[config.mk]
export PLATFORM = sky130hd
export DESIGN_NAME = wb_mem_master
export DESIGN_NICKNAME = d
export VERILOG_FILES = /design/src/rtl/wb_master_pkg.sv /design/src/rtl/wb_lane_align.sv /design/src/rtl/wb_mem_master.sv
export SDC_FILE = /design/constraint.sdc
export NUM_CORES = 1
export LEC_CHECK = 0
export CAP_MARGIN = 20
export CORE_ASPECT_RATIO = 0.9
export CORE_MARGIN = 2
export CORE_UTILIZATION = 39
export CTS_BUF_LIST = sky130_fd_sc_hd__clkbuf_8
export CTS_CLUSTER_DIAMETER = 200
export CTS_CLUSTER_SIZE = 8
export DETAILED_ROUTE_END_ITERATION = 8
export PLACE_DENSITY = 0.84
export SKIP_CTS_REPAIR_TIMING = 1
export SYNTH_ARGS = -nofsm -noshare
export SYNTH_HDL_FRONTEND = slang
export SYNTH_SLANG_ARGS = --single-unit
[constraint.sdc]
create_clock -name clk_i -period 2.1 [get_ports clk_i]
set_clock_uncertainty 0.05 [all_clocks]
set_input_delay 0.21 -clock clk_i [delete_from_list [all_inputs] [get_ports clk_i]]
set_output_delay 0.21 -clock clk_i [all_outputs]
set_load 0.02 [all_outputs]
[src/rtl/wb_master_pkg.sv]
// Shared types and helpers for the Wishbone B4 classic memory master.
package wb_master_pkg;

  typedef enum logic [1:0] {SIZE_B, SIZE_H, SIZE_W, SIZE_X} mem_size_e;

  typedef enum logic [1:0] {IDLE, BUS, RESP} state_e;

  function automatic logic misaligned(input logic [1:0] addr, input mem_size_e size);
    case (size)
      SIZE_H:  return addr[0];
      SIZE_W:  return addr != 2'b00;
      default: return 1'b0;
    endcase
  endfunction

endpackage

[src/rtl/wb_lane_align.sv]
// Combinational byte-lane steering: store-side sel/data replication and
// load-side shift, truncation and sign/zero extension.
module wb_lane_align
  import wb_master_pkg::*;
(
  input  logic [1:0]  addr_i,
  input  logic [1:0]  size_i,
  input  logic [31:0] wdata_i,
  input  logic [31:0] rdata_i,
  input  logic        unsigned_i,
  output logic [3:0]  sel_o,
  output logic [31:0] dat_o,
  output logic [31:0] load_o
);

  logic [31:0] shifted;

  assign shifted = rdata_i >> {addr_i, 3'b000};

  always_comb begin
    sel_o  = 4'h0;
    dat_o  = 32'h0;
    load_o = 32'h0;
    case (mem_size_e'(size_i))
      SIZE_B: begin
        sel_o  = 4'b0001 << addr_i;
        dat_o  = {4{wdata_i[7:0]}};
        load_o = {{24{shifted[7] & ~unsigned_i}}, shifted[7:0]};
      end
      SIZE_H: begin
        sel_o  = 4'b0011 << {addr_i[1], 1'b0};
        dat_o  = {2{wdata_i[15:0]}};
        load_o = {{16{shifted[15] & ~unsigned_i}}, shifted[15:0]};
      end
      SIZE_W: begin
        sel_o  = 4'hF;
        dat_o  = wdata_i;
        load_o = shifted;
      end
      default: ;
    endcase
  end

endmodule

[src/rtl/wb_mem_master.sv]
// Wishbone B4 classic master for CPU loads/stores. Define WB_MASTER_TIMEOUT_EN
// to abort bus cycles that are not acknowledged within TIMEOUT_CYCLES.
module wb_mem_master
  import wb_master_pkg::*;
#(
  parameter int unsigned TIMEOUT_CYCLES = 255
) (
  input  logic        clk_i,
  input  logic        rst_i,
  input  logic        req_valid_i,
  output logic        req_ready_o,
  input  logic        req_we_i,
  input  logic [31:0] req_addr_i,
  input  logic [31:0] req_wdata_i,
  input  logic [1:0]  req_size_i,
  input  logic        req_unsigned_i,
  output logic        resp_valid_o,
  output logic [31:0] resp_rdata_o,
  output logic        resp_err_o,
  output logic        wb_cyc_o,
  output logic        wb_stb_o,
  output logic        wb_we_o,
  output logic [31:0] wb_adr_o,
  output logic [31:0] wb_dat_o,
  output logic [3:0]  wb_sel_o,
  input  logic [31:0] wb_dat_i,
  input  logic        wb_ack_i
);

  state_e      state_q, state_d;
  logic [1:0]  addr_q, addr_d;
  logic [1:0]  size_q, size_d;
  logic        uns_q, uns_d;
  logic        cyc_q, cyc_d;
  logic        we_q, we_d;
  logic [31:0] adr_q, adr_d;
  logic [31:0] dat_q, dat_d;
  logic [3:0]  sel_q, sel_d;
  logic        resp_valid_q, resp_valid_d;
  logic        resp_err_q, resp_err_d;
  logic [31:0] resp_rdata_q, resp_rdata_d;
`ifdef WB_MASTER_TIMEOUT_EN
  logic [31:0] cnt_q, cnt_d;
`endif

  logic [1:0]  al_addr, al_size;
  logic [3:0]  al_sel;
  logic [31:0] al_dat, al_load;
  logic        bad_req;

  // Store lanes come from the live request; load lanes from the latched one.
  assign al_addr = (state_q == IDLE) ? req_addr_i[1:0] : addr_q;
  assign al_size = (state_q == IDLE) ? req_size_i      : size_q;

  wb_lane_align u_lane_align (
    .addr_i     (al_addr),
    .size_i     (al_size),
    .wdata_i    (req_wdata_i),
    .rdata_i    (wb_dat_i),
    .unsigned_i (uns_q),
    .sel_o      (al_sel),
    .dat_o      (al_dat),
    .load_o     (al_load)
  );

  assign bad_req = (mem_size_e'(req_size_i) == SIZE_X) ||
                   misaligned(req_addr_i[1:0], mem_size_e'(req_size_i));

  always_comb begin
    state_d      = state_q;
    addr_d       = addr_q;
    size_d       = size_q;
    uns_d        = uns_q;
    cyc_d        = cyc_q;
    we_d         = we_q;
    adr_d        = adr_q;
    dat_d        = dat_q;
    sel_d        = sel_q;
    resp_valid_d = 1'b0;
    resp_err_d   = 1'b0;
    resp_rdata_d = resp_rdata_q;
`ifdef WB_MASTER_TIMEOUT_EN
    cnt_d        = cnt_q;
`endif
    case (state_q)
      IDLE: begin
        if (req_valid_i) begin
          addr_d = req_addr_i[1:0];
          size_d = req_size_i;
          uns_d  = req_unsigned_i;
          if (bad_req) begin
            state_d      = RESP;
            resp_valid_d = 1'b1;
            resp_err_d   = 1'b1;
            resp_rdata_d = 32'h0;
          end else begin
            state_d = BUS;
            cyc_d   = 1'b1;
            we_d    = req_we_i;
            adr_d   = {req_addr_i[31:2], 2'b00};
            sel_d   = al_sel;
            dat_d   = al_dat;
`ifdef WB_MASTER_TIMEOUT_EN
            cnt_d   = 32'h0;
`endif
          end
        end
      end
      BUS: begin
        // An ack on the timeout edge takes priority over the abort.
        if (wb_ack_i) begin
          state_d      = RESP;
          cyc_d        = 1'b0;
          resp_valid_d = 1'b1;
          resp_rdata_d = we_q ? 32'h0 : al_load;
        end
`ifdef WB_MASTER_TIMEOUT_EN
        else if (cnt_q == TIMEOUT_CYCLES - 1) begin
          state_d      = RESP;
          cyc_d        = 1'b0;
          resp_valid_d = 1'b1;
          resp_err_d   = 1'b1;
          resp_rdata_d = 32'h0;
        end else begin
          cnt_d = cnt_q + 32'd1;
        end
`endif
      end
      RESP:    state_d = IDLE;
      default: state_d = IDLE;
    endcase
  end

  always_ff @(posedge clk_i) begin
    if (rst_i) begin
      state_q      <= IDLE;
      addr_q       <= 2'b00;
      size_q       <= 2'b00;
      uns_q        <= 1'b0;
      cyc_q        <= 1'b0;
      we_q         <= 1'b0;
      adr_q        <= 32'h0;
      dat_q        <= 32'h0;
      sel_q        <= 4'h0;
      resp_valid_q <= 1'b0;
      resp_err_q   <= 1'b0;
      resp_rdata_q <= 32'h0;
`ifdef WB_MASTER_TIMEOUT_EN
      cnt_q        <= 32'h0;
`endif
    end else begin
      state_q      <= state_d;
      addr_q       <= addr_d;
      size_q       <= size_d;
      uns_q        <= uns_d;
      cyc_q        <= cyc_d;
      we_q         <= we_d;
      adr_q        <= adr_d;
      dat_q        <= dat_d;
      sel_q        <= sel_d;
      resp_valid_q <= resp_valid_d;
      resp_err_q   <= resp_err_d;
      resp_rdata_q <= resp_rdata_d;
`ifdef WB_MASTER_TIMEOUT_EN
      cnt_q        <= cnt_d;
`endif
    end
  end

  assign req_ready_o  = (state_q == IDLE);
  assign resp_valid_o = resp_valid_q;
  assign resp_err_o   = resp_err_q;
  assign resp_rdata_o = resp_rdata_q;
  assign wb_cyc_o     = cyc_q;
  assign wb_stb_o     = cyc_q;
  assign wb_we_o      = we_q;
  assign wb_adr_o     = adr_q;
  assign wb_dat_o     = dat_q;
  assign wb_sel_o     = sel_q;

endmodule

==> reports/metrics.cfg <==
[status]
status = complete, no violations

[critical_path]
worstPathRequired_ns = 2.31
cp.arrival_ns = 2.30
cp_slowest_cell = clkdlybuf4s50_1
setup.worst_path.start_class = input pin
cp_max_fo = 9
cp-end-kind = register
r2r_start = state_q[0]$_SDFFE_PP0P_
critPathTopFamily = buffers and inverters
path_buf_inv = 5
critical_path.max_stage_delay_ns = 0.51
path_class = in -> reg
cp_common_cell = buf_6
regToRegSetupSlack_ns = 0.02
startpoint = req_size_i[0]
crit_chain = clkdlybuf4s50_1 -> inv_1 -> ha_1 -> o21ai_1 -> a21oi_2 -> buf_4 -> nor3_4 -> buf_6 -> buf_6 -> nor2_1 -> a211oi_1

[global_route]
grt_pass1_vias = 4927
grt-ovfl-total = 0
antenna_found_initial = 0
grt_max_degree = 57
grt_pass1_wl_mm = 24.4
grt_use_total = 0.237

[finish]
ff_latch_area_um2 = 2180
fillers = 898
diodes = 0
multiInputGateArea_um2 = 2310
mostFrequentLayoutCells = clkdlybuf4s50_1, nand2_1, dfxtp_1, a21oi_1, buf_4
final_common_cell = clkdlybuf4s50_1
design_area_um2 = 7580
nets = 888
area_growth_pct = 62.2
layout-drive-gt1-share = 0.137

[die]
coreArea_um2 = 11600
start_util = 0.404
pin_count = 210
rows = 37
die_y_um = 108
design.die.area_um2 = 12900
die_width_um = 119

[timing]
worst_pin_slew_ns = 0.679
min_period_over_period = 0.995
finalHoldViolCount = 0
slew_headroom = 0.545
max_freq_mhz = 479
finalMaxSlewViolations = 0
rsz0062_at_grt = yes
finalCriticalPeriod_ns = 2.09
finalSetupViolations = 0

[route]
drt_iter0_drc = 496
via_per_inst = 5.43
vias = 5119
firstDrtPassIters = 5
route.detailed.wl_per_inst_um = 17.3
wirelength_mm = 16.3
ant_nets = 0
drc = 0

[logic_synthesis]
ys_ff_latch = 109
synth-edff-count = 0
syn_inst = 543
syn_area_um2 = 4680
synth_cell_types = 48
synthArstFlopShare = 0
ys_warn_count = 0
synth_flop_cell = dfxtp_1
ys_seq_area_frac = 0.467
avgSynthCellArea_um2 = 8.61

[clocking]
cts_tree = yes
cts_root_buffer = clkbuf_8
cts_made_buffers = 9
clk_pin_slew_ns = 0.10
cts.sinks = 109
h-tree-depth = 3
cts_buffer_depth = 2
clk_latency_ns = 0.36

[placed_design]
port_buffers = 207
routabilityCongestion = 0.929
place_area_um2 = 7230
detailed_place_hpwl_mm = 12.0

[pwr]
power_density_nw_per_um2 = 692
finalPower_mw = 5.25
p_leak_nw = 2.90
max-vdd-ir-drop_mv = 0.338

[worst_hold_path]
worstHoldStart = rst_i
hp-class = in -> reg

[run]
drv_cap = 0

[worst reg2reg max path: stages (launching register included)]
cell	delay, ns
dfxtp_2	0.37
nor2_8	0.20
buf_4	0.19
mux2i_4	0.28
and2b_2	0.30
a222oi_1	0.39
a211oi_1	0.15
[through the flow]
step / TNS, ns / util / std cells / hold WS (ns) / worst slack, ns
2_1_floorplan: 0 / - / 544 / 0.278 / 0.0187
3_3_place_gp: -14.58 / 0.625 / 916 / 0.388 / -0.191
3_5_place_dp: -20.95 / 0.625 / 916 / 0.397 / -0.281
4_1_cts: -0.909 / 0.642 / 932 / 0.0505 / -0.112
5_1_grt: -3.01 / 0.655 / 942 / 0.0525 / -0.114
6_report: 0 / 0.655 / 942 / 0.0756 / 0.0110
[area by class of cell]
| type | count | area share |
|---|---|---|
| Multi-Input combinational cell | 387 | 0.305 |
| Sequential cell | 109 | 0.288 |
| Inverter | 4 | 0.00198 |
| Clock buffer | 9 | 0.0163 |
| Tap cell | 156 | 0.0257 |
| Clock inverter | 7 | 0.0106 |
| Timing Repair Buffer | 270 | 0.353 |
[state kept, by name, indices dropped and copies added, names as in the netlist, 2 cells and up]
signal        flops
wb_adr_o         30
wb_dat_o         32
resp_rdata_o     32
wb_sel_o          4
state_q           2
addr_q            2
size_q            2
[synth_stat cells (all sizes together) (2+ instances only)]
cell type | n | share of area
a21oi | 53 | 0.057
nor3 | 20 | 0.021
mux2i | 12 | 0.032
buf | 21 | 0.028
nand2 | 126 | 0.10
a211oi | 8 | 0.016
a221o | 16 | 0.034
nand3 | 16 | 0.017
a31oi | 7 | 0.0094
a22oi | 8 | 0.013
mux2 | 10 | 0.026
dfxtp | 109 | 0.47
a221oi | 17 | 0.032
nor2 | 38 | 0.035
a222oi | 7 | 0.015
clkbuf | 23 | 0.018
o21ai | 17 | 0.019
a22o | 8 | 0.017
and2 | 4 | 0.0054
ha | 3 | 0.0080
inv | 4 | 0.0032
nand2b | 2 | 0.0027
[cells by family after synthesis]
logic type      share of synthesized area
simple gates                        0.194
compound gates                      0.219
flops                               0.467
buf+inv                            0.0498
mux                                0.0575
fa+ha+maj                         0.00803
xor+xnor                          0.00375
other cells                      0.000802
[path summary, 6_finish.rpt]
path                            cells after the start                        end
worst max register to register                      6  wb_dat_o[31]$_SDFFE_PP0P_
worst min register to register                      2   wb_adr_o[9]$_SDFFE_PP0P_
worst min-delay path                                2    state_q[1]$_SDFFE_PP0P_
worst max-delay path                               11  wb_dat_o[31]$_SDFFE_PP0P_
[power breakdown]
group          switching [mW]  internal (mW)  leakage, nW
clock network           0.731          0.569        0.102
registers              0.0847           2.21        0.890
logic                   0.830          0.825         1.91
total                    1.65           3.60         2.90
[layer usage]
layer / up-vias / GRT usage / part of all wire
met5: - / 0 / 0
met4: 0 / 0.108 / 0.036
met3: 53 / 0.0599 / 0.071
met2: 225 / 0.417 / 0.51
met1: 2432 / 0.271 / 0.38
li1: 2409 / - / -
No activity file was read; power rests on OpenSTA's default activity.
